### src/rtl/decodificador_pkg.sv
// Shared segment definitions for the seven-segment decoder: bit positions,
// the seg7_t vector type and the 32 glyph patterns ordered {A,B,C,D,E,F,G}.
package decodificador_pkg;

  localparam int unsigned SEG_A = 6;
  localparam int unsigned SEG_B = 5;
  localparam int unsigned SEG_C = 4;
  localparam int unsigned SEG_D = 3;
  localparam int unsigned SEG_E = 2;
  localparam int unsigned SEG_F = 1;
  localparam int unsigned SEG_G = 0;

  typedef logic [6:0] seg7_t;

  localparam seg7_t SEG_BLANK    = 7'b0000000;

  localparam seg7_t GLYPH_0      = 7'b1111110;
  localparam seg7_t GLYPH_1      = 7'b0110000;
  localparam seg7_t GLYPH_2      = 7'b1101101;
  localparam seg7_t GLYPH_3      = 7'b1111001;
  localparam seg7_t GLYPH_4      = 7'b0110011;
  localparam seg7_t GLYPH_5      = 7'b1011011;
  localparam seg7_t GLYPH_6      = 7'b1011111;
  localparam seg7_t GLYPH_7      = 7'b1110000;
  localparam seg7_t GLYPH_8      = 7'b1111111;
  localparam seg7_t GLYPH_9      = 7'b1111011;
  localparam seg7_t GLYPH_A      = 7'b1110111;
  localparam seg7_t GLYPH_B      = 7'b0011111;
  localparam seg7_t GLYPH_C      = 7'b1001110;
  localparam seg7_t GLYPH_D      = 7'b0111101;
  localparam seg7_t GLYPH_E      = 7'b1001111;
  localparam seg7_t GLYPH_F      = 7'b1000111;
  localparam seg7_t GLYPH_H      = 7'b0110111;
  localparam seg7_t GLYPH_J      = 7'b0111100;
  localparam seg7_t GLYPH_L      = 7'b0001110;
  localparam seg7_t GLYPH_N      = 7'b0010101;
  localparam seg7_t GLYPH_O      = 7'b0011101;
  localparam seg7_t GLYPH_P      = 7'b1100111;
  localparam seg7_t GLYPH_R      = 7'b0000101;
  localparam seg7_t GLYPH_U      = 7'b0111110;
  localparam seg7_t GLYPH_Y      = 7'b0111011;
  localparam seg7_t GLYPH_DASH   = 7'b0000001;
  localparam seg7_t GLYPH_UNDER  = 7'b0001000;
  localparam seg7_t GLYPH_OVER   = 7'b1000000;
  localparam seg7_t GLYPH_EQ     = 7'b0001001;
  localparam seg7_t GLYPH_TRIPLE = 7'b1001001;
  localparam seg7_t GLYPH_BLANK  = 7'b0000000;
  localparam seg7_t GLYPH_LAMP   = 7'b1111111;

endpackage

### src/rtl/decodificador_assign_seg7_glyph_rom.sv
// Combinational 5-bit code to active-high seven-segment glyph lookup.
module seg7_glyph_rom
  import decodificador_pkg::*;
(
  input  logic [4:0] code,
  output seg7_t      glyph
);

  always_comb begin
    glyph = SEG_BLANK;
    case (code)
      5'd0:  glyph = GLYPH_0;
      5'd1:  glyph = GLYPH_1;
      5'd2:  glyph = GLYPH_2;
      5'd3:  glyph = GLYPH_3;
      5'd4:  glyph = GLYPH_4;
      5'd5:  glyph = GLYPH_5;
      5'd6:  glyph = GLYPH_6;
      5'd7:  glyph = GLYPH_7;
      5'd8:  glyph = GLYPH_8;
      5'd9:  glyph = GLYPH_9;
      5'd10: glyph = GLYPH_A;
      5'd11: glyph = GLYPH_B;
      5'd12: glyph = GLYPH_C;
      5'd13: glyph = GLYPH_D;
      5'd14: glyph = GLYPH_E;
      5'd15: glyph = GLYPH_F;
      5'd16: glyph = GLYPH_H;
      5'd17: glyph = GLYPH_J;
      5'd18: glyph = GLYPH_L;
      5'd19: glyph = GLYPH_N;
      5'd20: glyph = GLYPH_O;
      5'd21: glyph = GLYPH_P;
      5'd22: glyph = GLYPH_R;
      5'd23: glyph = GLYPH_U;
      5'd24: glyph = GLYPH_Y;
      5'd25: glyph = GLYPH_DASH;
      5'd26: glyph = GLYPH_UNDER;
      5'd27: glyph = GLYPH_OVER;
      5'd28: glyph = GLYPH_EQ;
      5'd29: glyph = GLYPH_TRIPLE;
      5'd30: glyph = GLYPH_BLANK;
      5'd31: glyph = GLYPH_LAMP;
      default: glyph = SEG_BLANK;
    endcase
  end

endmodule

### src/rtl/decodificador_assign.sv
// Registered 5-bit to seven-segment decoder, one cycle latency.
// Define DECOD_ACTIVE_LOW_EN for inverted (common-anode) segment outputs.
module decodificador_assign
  import decodificador_pkg::*;
(
  input  logic clk,
  input  logic rst,
  input  logic i1,
  input  logic i2,
  input  logic i3,
  input  logic i4,
  input  logic i5,
  output logic A,
  output logic B,
  output logic C,
  output logic D,
  output logic E,
  output logic F,
  output logic G
);

`ifdef DECOD_ACTIVE_LOW_EN
  localparam seg7_t SEG_RST = ~SEG_BLANK;
`else
  localparam seg7_t SEG_RST = SEG_BLANK;
`endif

  logic [4:0] code;
  seg7_t      glyph;
  seg7_t      seg_d;
  seg7_t      seg_q;

  assign code = {i1, i2, i3, i4, i5};

  seg7_glyph_rom u_rom (
    .code  (code),
    .glyph (glyph)
  );

  always_comb begin
    seg_d = glyph;
`ifdef DECOD_ACTIVE_LOW_EN
    seg_d = ~glyph;
`endif
  end

  // Output register stage
  always_ff @(posedge clk) begin
    if (rst) seg_q <= SEG_RST;
    else     seg_q <= seg_d;
  end

  assign A = seg_q[SEG_A];
  assign B = seg_q[SEG_B];
  assign C = seg_q[SEG_C];
  assign D = seg_q[SEG_D];
  assign E = seg_q[SEG_E];
  assign F = seg_q[SEG_F];
  assign G = seg_q[SEG_G];

endmodule

### config.mk
export PLATFORM = sky130hd
export DESIGN_NAME = decodificador_assign
export DESIGN_NICKNAME = d
export VERILOG_FILES = /design/src/rtl/decodificador_pkg.sv /design/src/rtl/decodificador_assign_seg7_glyph_rom.sv /design/src/rtl/decodificador_assign.sv
export SDC_FILE = /design/constraint.sdc
export NUM_CORES = 1
export LEC_CHECK = 0
export BUFFER_PORTS_ARGS = -buffer_cell sky130_fd_sc_hd__buf_2
export CORE_MARGIN = 4
export CORE_UTILIZATION = 45
export DETAILED_ROUTE_END_ITERATION = 8
export HOLD_SLACK_MARGIN = 0.02
export PLACE_DENSITY = 0.71
export SLEW_MARGIN = 30
export SYNTH_ARGS = -nofsm -noshare
export SYNTH_HDL_FRONTEND = slang
export SYNTH_SLANG_ARGS = --single-unit
### constraint.sdc
create_clock -name clk -period 1.3 [get_ports clk]
set_input_delay 0.13 -clock clk [delete_from_list [all_inputs] [get_ports clk]]
set_output_delay 0.13 -clock clk [all_outputs]
set_load 0.005 [all_outputs]
# Word-level counts from Yosys, hierarchy flattened

Memory sizes are Yosys's and may differ from the RTL's. A register that Yosys moved wholly into a read port is not among the register bits.
Index checks and enable logic that the tools add are counted.

Word-level logic and storage cells: 1
Output and inout port bits: 7
Register bits: 0
Latch bits: 0
Input bits: 7
Bits in writable memories: 0
Bits in read-only memories: 224
Memories: 1

Memory list:

| memory          | depth | bits a word | rd ports | clocked after Yosys merged registers in | wr ports | RTL line                                  | text |
|---|---|---|---|---|---|---|---|
| (no name shown) | 32    | 7           | 1        | 1                                       | 0        | decodificador_assign_seg7_glyph_rom.sv:11 | `case (code)` |

Magnitude comparators: 0
Muxes and demuxes: 0
Divide/modulo/power cells: 0
Reductions and logical operators: 0
Shifts and indexed selects: 0
Multiply operators: 0
Eq/ne operators: 0
Add/sub/neg operators: 0
Bitwise operators: 0

# Logic depth before layout (Yosys ltp)

Gate-level depths: netlist of the first run.

Depth in word-level cells: 0
Gate-level depth with buffers: 5
Depth with buffers taken out: 5

# Hierarchy

A second synthesis of the first run with hierarchy kept.

Cells, all modules: 75
Area, all modules: 668.1 µm²

Modules (own cells, without submodules):

| module               | times used | seq. area each (µm²) | cells an instance | area each (µm²) |
|---|---|---|---|---|
| seg7_glyph_rom       | 1          | 0.0                  | 61                | 484.2 |
| decodificador_assign | 1          | 140.1                | 14                | 183.9 |

# Least setup slack after synthesis of the first run

OpenSTA, ideal clock, no wires.

Path type: input port to flip-flop
Start point: in i4
End point: reg seg_q[0]
Data required time: 1.214 ns
Stages on the path: 4
Setup time: 0.086 ns
Path slack: 0.003 ns
Data arrival time: 1.211 ns
Path buffers: 0
Cells stage by stage: inv_1 -> ha_1 -> mux4_2 -> a211oi_1

RTL lines:

| element            | RTL line                   | text |
|---|---|---|
| start: declaration | decodificador_assign.sv:11 | `input logic i4,` |
| end: declaration   | decodificador_assign.sv:31 | `seg7_t seg_q;` |

==> results.cfg, run 1 <==
[logic_synthesis]
synth_flop_cell = dfxtp_1
ys_ff_latch = 7
syn-cell-area_um2 = 653
synthCells = 71
synth_edf_count = 0
syn_area_per_cell_um2 = 9.20
async_flop_share = 0
ys_warn_count = 0
seq_area_frac_synth = 0.215
syn_nets = 86
synth_cell_types = 33

[placement]
io_buffers = 13
dp.cells = 102
place.gp.congestion = 0.837
dp_hpwl_mm = 1.04
detailedPlace.worstSlack_ns = -0.144
postPlaceCellArea_um2 = 772

[sta]
final-setup-viol-count = 0
worst_pin_slew_ns = 0.264
finalWorstSetupSlack_ns = 0.0905
period_share = 0.930
min_period_ns = 1.21
max_slew_margin = 0.824
clock.fmax_ghz = 0.827
rsz0062_at_grt = false
hold_violations = 0
slew_viol_final = 0

[critical_path]
cp-start-kind = primary input
cp_slowest_stage_delay_ns = 0.47
cp_cell_sequence = buf_2, inv_1, ha_1, mux4_2, a211oi_1
cpLargestDelayFamily = multiplexers
startpoint = i5
endpoint = seg_q[0]$_SDFF_PP0_
cp-end-kind = flip-flop
slowest_stage = mux4_2
cp.arrival_ns = 1.36
crit_fanout = 4
crit_type = primary input to flip-flop
crit_buf_inv = 2
path_depth = 5
required_ns = 1.45

[routing]
wire_per_inst_um = 12.0
final_antenna_net_count = 0
vias = 584
drt_iter0_drc = 8
drc = 0
drt-total-wl_mm = 1.27
vias_per_cell = 5.51
drt_first_pass_iters = 4

[global_routing]
grt_max_degree = 14
grt.total_usage = 0.135
gr-total-overflow = 0
antenna_found_initial = 0
grt_pass1_wl_mm = 2.10
grt_pass1_vias = 508

[floorplanning]
io_pins = 14
rows = 13
die-height_um = 46.1
dieWidth_um = 46.1
dieArea_um2 = 2120
core_region_area_um2 = 1330
initial_core_util = 0.490

[job]
drv_cap = 0

[final_layout]
reg_top3 = seg_q: 7 flops
syn_to_final_growth_pct = 22.2
largest_reg_flops = 7
top_register = seg_q
final_cells = 106
final_nets = 107
n_antenna_cell = 0
final_cell_mix = buf_2 (13), ha_1 (8), buf_4 (7), dfxtp_1 (7)
design_area_um2 = 798
drive_gt1_frac = 0.330
final_core_util = 0.598
layout_commonest_cell = buf_2

[clock_tree]
cts_resized = 0
cts_tree = built
cts_buffers = 3
ctsHoldBuffers = 0
cts-root-buf = clkbuf_4
h-tree-depth = 1
clock_sinks = 7
clk_pin_slew_worst_paths_ns = 0.05
post_cts_buffers = 0
clockBufferDepth = 2

[worst_hold_path]
min_path_cells = 2
hold_class = primary input to flip-flop

[outcome]
outcome = finished, final reports clean

[power]
power.density_nw_per_um2 = 785
finalPower_mw = 0.627
peakVddDrop_v = 0.000297
p_leak_nw = 0.361
[final cells by class]
class	count	area, um2
Timing Repair Buffer	21	138
Sequential cell	7	140
Multi-Input combinational cell	54	457
Clock buffer	4	26.3
Fill cell	128	536
Tap cell	15	18.8
Inverter	5	18.8
[synthesized netlist by cell type (2+ instances only)]
master     n  area (um2)
inv_1      5        18.8
a311oi_1   3        26.3
buf_2      3        15.0
dfxtp_1    7         140
nand2b_1   5        31.3
a2111oi_2  2        30.0
a211oi_1   3        22.5
a21boi_0   2        15.0
a221oi_1   3        26.3
ha_1       8         100
nand3_1    2        10.0
a21oi_1    2        10.0
nand2_1    5        18.8
buf_6      2        22.5
[where the power goes]
| group | internal (mW) | switching (mW) | total, mW |
|---|---|---|---|
| Clock | 0.117 | 0.0712 | 0.188 |
| Combinational | 0.0993 | 0.102 | 0.201 |
| Sequential | 0.234 | 0.00337 | 0.238 |
| Total | 0.450 | 0.177 | 0.627 |
[worst min path at each step]
stage                     startpoint             endpoint
after floorplan                  rst  seg_q[3]$_SDFF_PP0_
after global placement           rst  seg_q[3]$_SDFF_PP0_
after detailed placement         rst  seg_q[3]$_SDFF_PP0_
after CTS                        rst  seg_q[3]$_SDFF_PP0_
after global routing             rst  seg_q[6]$_SDFF_PP0_
final                            rst  seg_q[3]$_SDFF_PP0_
[logic make-up (layout without fill, tap and decap cells)]
kind of cell,after synthesis,after routing,share of synthesized area
AND/OR/NAND/NOR,19,19,0.165
adder cells (fa/ha/maj),8,8,0.153
flip-flops,7,7,0.215
XOR/XNOR,2,2,0.0383
multiplexers,3,3,0.0690
AO/OA/AOI/OAI,22,22,0.274
buffers and inverters,10,30,0.0862
[layer usage]
layer / up-vias / global-route usage / wire length [um]
met5: - / 0 / 0
met4: 0 / 0.0682 / 0
li1: 303 / - / -
met3: 0 / 0.0117 / 62
met2: 12 / 0.223 / 634
met1: 269 / 0.172 / 576
[stage by stage]
stage	hold slack, ns	TNS [ns]
3_5_place_dp	0.399	-0.380
6_report	0.148	0
5_1_grt	0.159	0
3_3_place_gp	0.393	-0.356
2_1_floorplan	0.199	0
4_1_cts	0.136	0
Power figures use the tool's default switching activity.
==> run 2: changes to the inputs <==
--- a/config.mk
+++ b/config.mk
@@ -10,7 +10,7 @@
 export CORE_UTILIZATION = 45
 export DETAILED_ROUTE_END_ITERATION = 8
 export HOLD_SLACK_MARGIN = 0.02
-export PLACE_DENSITY = 0.71
+export PLACE_DENSITY = 0.67
 export SLEW_MARGIN = 30
 export SYNTH_ARGS = -nofsm -noshare
 export SYNTH_HDL_FRONTEND = slang
==> results.cfg, run 2 (synthesized netlist as in run 1, its figures left out) <==
[sta]
worst_pin_slew_ns = 0.277
clock.fmax_ghz = 0.825
period_share = 0.932
slew_viol_final = 0
finalWorstSetupSlack_ns = 0.0884
rsz0062_at_grt = false
min_period_ns = 1.21
hold_ws_ns = 0.150
final-setup-viol-count = 0
finalSetupTns_ns = 0
max_slew_margin = 0.815
hold_violations = 0

[floorplanning]
rows = 13
core_region_area_um2 = 1330
dieArea_um2 = 2120
die-height_um = 46.1
io_pins = 14
initial_core_util = 0.490
dieWidth_um = 46.1

[final_layout]
largest_reg_flops = 7
syn_to_final_growth_pct = 22.6
drive_gt1_frac = 0.344
layout_commonest_cell = buf_2
final_cell_mix = buf_2 (13), buf_4 (10), ha_1 (8)
reg_top3 = seg_q: 7 flops
final_cells = 108
final_nets = 109
n_antenna_cell = 0
top_register = seg_q

[routing]
drt_iter0_drc = 11
drc = 0
drt_first_pass_iters = 4
final_antenna_net_count = 0
vias = 596
wire_per_inst_um = 12.5
drt-total-wl_mm = 1.35
vias_per_cell = 5.52

[global_routing]
gr-total-overflow = 0
grt_pass1_wl_mm = 2.22
antenna_found_initial = 0
grt_max_degree = 14
grt_pass1_vias = 497
grt.total_usage = 0.148

[placement]
io_buffers = 13
detailedPlace.worstSlack_ns = -0.160
dp.cells = 104
place.gp.congestion = 0.812
dp_hpwl_mm = 1.09

[critical_path]
crit_fanout = 4
crit_type = primary input to flip-flop
required_ns = 1.46
cp.arrival_ns = 1.37
cp-end-kind = flip-flop
cp-start-kind = primary input

[clock_tree]
ctsHoldBuffers = 0
clk_pin_slew_worst_paths_ns = 0.05
post_cts_buffers = 0
cts_tree = built
clockBufferDepth = 2
clock_sinks = 7
h-tree-depth = 1
cts-root-buf = clkbuf_4
cts_resized = 0
cts_buffers = 3

[outcome]
outcome = finished, final reports clean

[worst_hold_path]
min_path_cells = 2
hold_class = primary input to flip-flop
hold_end = seg_q[3]$_SDFF_PP0_
holdCritStartpoint = rst

[power]
power.density_nw_per_um2 = 790
peakVddDrop_v = 0.000264
p_leak_nw = 0.367

[job]
drv_cap = 0
run 2: changes by cell type in the layout (fill, tap and decap cells not counted):
cell    delta
buf_4      +3
buf_12     -1
run 2: cell type report:
class,instances,area (um2)
Tap cell,15,18.8
Sequential cell,7,140
Fill cell,131,533
Timing Repair Buffer,23,140
Inverter,5,18.8
Clock buffer,4,26.3
Multi-Input combinational cell,54,457
run 2: how the worst max path moves through the flow:
stage,from,end,slack [ns],cells after the start
finish,i4,seg_q[0]$_SDFF_PP0_,0.09,5
global route,i5,seg_q[0]$_SDFF_PP0_,0.02,5
CTS,i4,seg_q[0]$_SDFF_PP0_,0.1,5
detailed placement,i4,seg_q[0]$_SDFF_PP0_,-0.16,5
global placement,i4,seg_q[0]$_SDFF_PP0_,-0.10,5
floorplan,i4,seg_q[0]$_SDFF_PP0_,0.003,4
run 2: critical path, stage by stage:
cell	delay [ns]
buf_2	0.09
inv_1	0.07
ha_1	0.36
mux4_2	0.47
a211oi_1	0.26
run 2: per-layer routing:
| metal | global-route usage | wire (um) |
|---|---|---|
| met1 | 0.180 | 620 |
| met2 | 0.234 | 619 |
| met3 | 0.0117 | 76 |
| met4 | 0.119 | 38 |
| met5 | 0 | 0 |
run 2: stage by stage:
step	utilization	area [um2]	power (mW)
final	0.600	801	0.633
after global routing	0.600	801	0.679
after floorplan	-	653	0.372
after detailed placement	0.581	774	0.446
after CTS	0.600	801	0.643
after global placement	0.581	774	0.445
run 2: where the power goes:
group	total [mW]	internal [mW]	switching [mW]
logic	0.204	0.101	0.103
registers	0.237	0.234	0.00319
clock network	0.191	0.117	0.0746
==> run 3: changes to the inputs <==
--- a/config.mk
+++ b/config.mk
@@ -5,12 +5,12 @@
 export SDC_FILE = /design/constraint.sdc
 export NUM_CORES = 1
 export LEC_CHECK = 0
-export BUFFER_PORTS_ARGS = -buffer_cell sky130_fd_sc_hd__buf_2
+export BUFFER_PORTS_ARGS = -buffer_cell sky130_fd_sc_hd__clkbuf_2
 export CORE_MARGIN = 4
-export CORE_UTILIZATION = 45
+export CORE_UTILIZATION = 46
 export DETAILED_ROUTE_END_ITERATION = 8
 export HOLD_SLACK_MARGIN = 0.02
-export PLACE_DENSITY = 0.67
+export PLACE_DENSITY = 0.68
 export SLEW_MARGIN = 30
 export SYNTH_ARGS = -nofsm -noshare
 export SYNTH_HDL_FRONTEND = slang
==> constraint.sdc (replaced) <==
create_clock -name clk -period 1 [get_ports clk]
set_input_delay 0.1 -clock clk [delete_from_list [all_inputs] [get_ports clk]]
set_output_delay 0.1 -clock clk [all_outputs]
set_load 0.005 [all_outputs]
==> results.cfg, run 3 (synthesized netlist as in run 1, its figures left out) <==
[outcome]
outcome = finished, violations left
violations = negative setup slack

[final_layout]
multi_input_area_um2 = 537
n_fill_cell = 99
syn_to_final_growth_pct = 44.4
layout_commonest_cell = buf_4
reg_top3 = seg_q: 7 flops
largest_reg_flops = 7
drive_gt1_frac = 0.526
top_register = seg_q
final_nets = 113
final_cell_mix = buf_4 (14), clkbuf_2 (11), dfxtp_1 (7)
design_area_um2 = 943
regArea_um2 = 140
n_antenna_cell = 0

[clock_tree]
cts-root-buf = clkbuf_4
clock_sinks = 7
cts_tree = built
cts_buffers = 3
post_cts_buffers = 0
clk_pin_slew_worst_paths_ns = 0.05
h-tree-depth = 1
ctsHoldBuffers = 0
clockBufferDepth = 2

[global_routing]
grt_pass1_vias = 528
grt_max_degree = 13
antenna_found_initial = 0
gr-total-overflow = 0
grt.total_usage = 0.155
grt_pass1_wl_mm = 2.32

[power]
p_leak_nw = 0.387
combPwrFrac = 0.375
p_seq_frac = 0.350
clkPwrFrac = 0.275
swShare = 0.290
peakVddDrop_v = 0.000398
p_int_mw = 0.627
p_sw_mw = 0.257
power.density_nw_per_um2 = 937

[critical_path]
required_ns = 1.12
cp-end-kind = flip-flop
crit_type = primary input to flip-flop
crit_fanout = 6
startpoint = i4
cp.arrival_ns = 1.19
cp-start-kind = primary input

[sta]
max_slew_margin = 0.798
rsz0062_at_grt = true
worst_pin_slew_ns = 0.303
finalWorstSetupSlack_ns = -0.0697
clock.fmax_ghz = 0.935
final-setup-viol-count = 2
min_period_ns = 1.07
slew_viol_final = 0
period_share = 1.07
hold_violations = 0

[worst_hold_path]
min_path_cells = 2
hold_end = seg_q[0]$_SDFF_PP0_
holdCritStartpoint = rst
hold_class = primary input to flip-flop

[placement]
postPlaceCellArea_um2 = 853
place.gp.congestion = 0.811
detailedPlace.worstSlack_ns = -0.369
dp_hpwl_mm = 1.16
io_buffers = 13

[routing]
vias_per_cell = 5.54
wire_per_inst_um = 12.9
drt-total-wl_mm = 1.45
drt_iter0_drc = 9
vias = 620
drt_first_pass_iters = 4
final_antenna_net_count = 0
drc = 0

[floorplanning]
dieWidth_um = 45.7
dieArea_um2 = 2090
rows = 13
core_region_area_um2 = 1320
initial_core_util = 0.496
die-height_um = 45.7
io_pins = 14

[job]
drv_cap = 0
run 3: cell types whose count changed in the layout (fill, tap and decap cells not counted), moves of 4 or more:
cell,before,now
clkbuf_2,0,11
ha_2,0,5
buf_4,10,14
buf_2,13,0
ha_1,8,1
run 3: final cells by class:
class                   instances  share of cell area
clock buffers                   4              0.0279
well taps                      15              0.0199
inverters                       5              0.0279
flip-flops and latches          7               0.149
repair buffers                 27               0.207
multi-input cells              54               0.569
run 3: power by group through the flow:
stage / clock (mW) / combinational (mW) / sequential (mW)
2_1_floorplan: 0 / 0.182 / 0.320
3_3_place_gp: 0 / 0.299 / 0.316
3_5_place_dp: 0 / 0.303 / 0.315
4_1_cts: 0.259 / 0.310 / 0.310
5_1_grt: 0.274 / 0.365 / 0.311
6_report: 0.243 / 0.331 / 0.310
run 3: repair_timing:
item	CTS	global route
hold endpoints to repair	0	0
gates resized for setup	3	12
pin swaps	2	5
endpoints found under the setup margin	5	7
run 3: metrics by stage:
stage / setup TNS, ns / power [mW] / hold WS (ns) / utilization / std cells
final: -0.138 / 0.884 / 0.155 / 0.716 / 112
after floorplan: -0.498 / 0.501 / 0.165 / - / 71
after global routing: -0.268 / 0.949 / 0.145 / 0.716 / 112
after CTS: -0.170 / 0.878 / 0.112 / 0.680 / 112
after detailed placement: -2.09 / 0.618 / 0.381 / 0.648 / 108
after global placement: -1.99 / 0.615 / 0.378 / 0.648 / 108
run 3: how the worst max path moves through the flow:
stage	endpoint	cells after the start
after floorplan	seg_q[0]$_SDFF_PP0_	4
after global placement	seg_q[0]$_SDFF_PP0_	5
after detailed placement	seg_q[3]$_SDFF_PP0_	6
after CTS	seg_q[3]$_SDFF_PP0_	6
after global routing	seg_q[3]$_SDFF_PP0_	6
final	seg_q[3]$_SDFF_PP0_	6
run 3: routing by layer:
layer	vias to the layer above	track usage	share of wire
li1	312	-	-
met5	-	0	0
met2	28	0.262	0.52
met4	0	0.0877	0
met3	0	0.0119	0.073
met1	280	0.190	0.41
run 3: critical path, cell delays in order:
cell and delay, ns:
buf_4 0.12, buf_4 0.16, ha_2 0.19, or3_4 0.33, a22oi_2 0.19, a2111oi_2 0.09
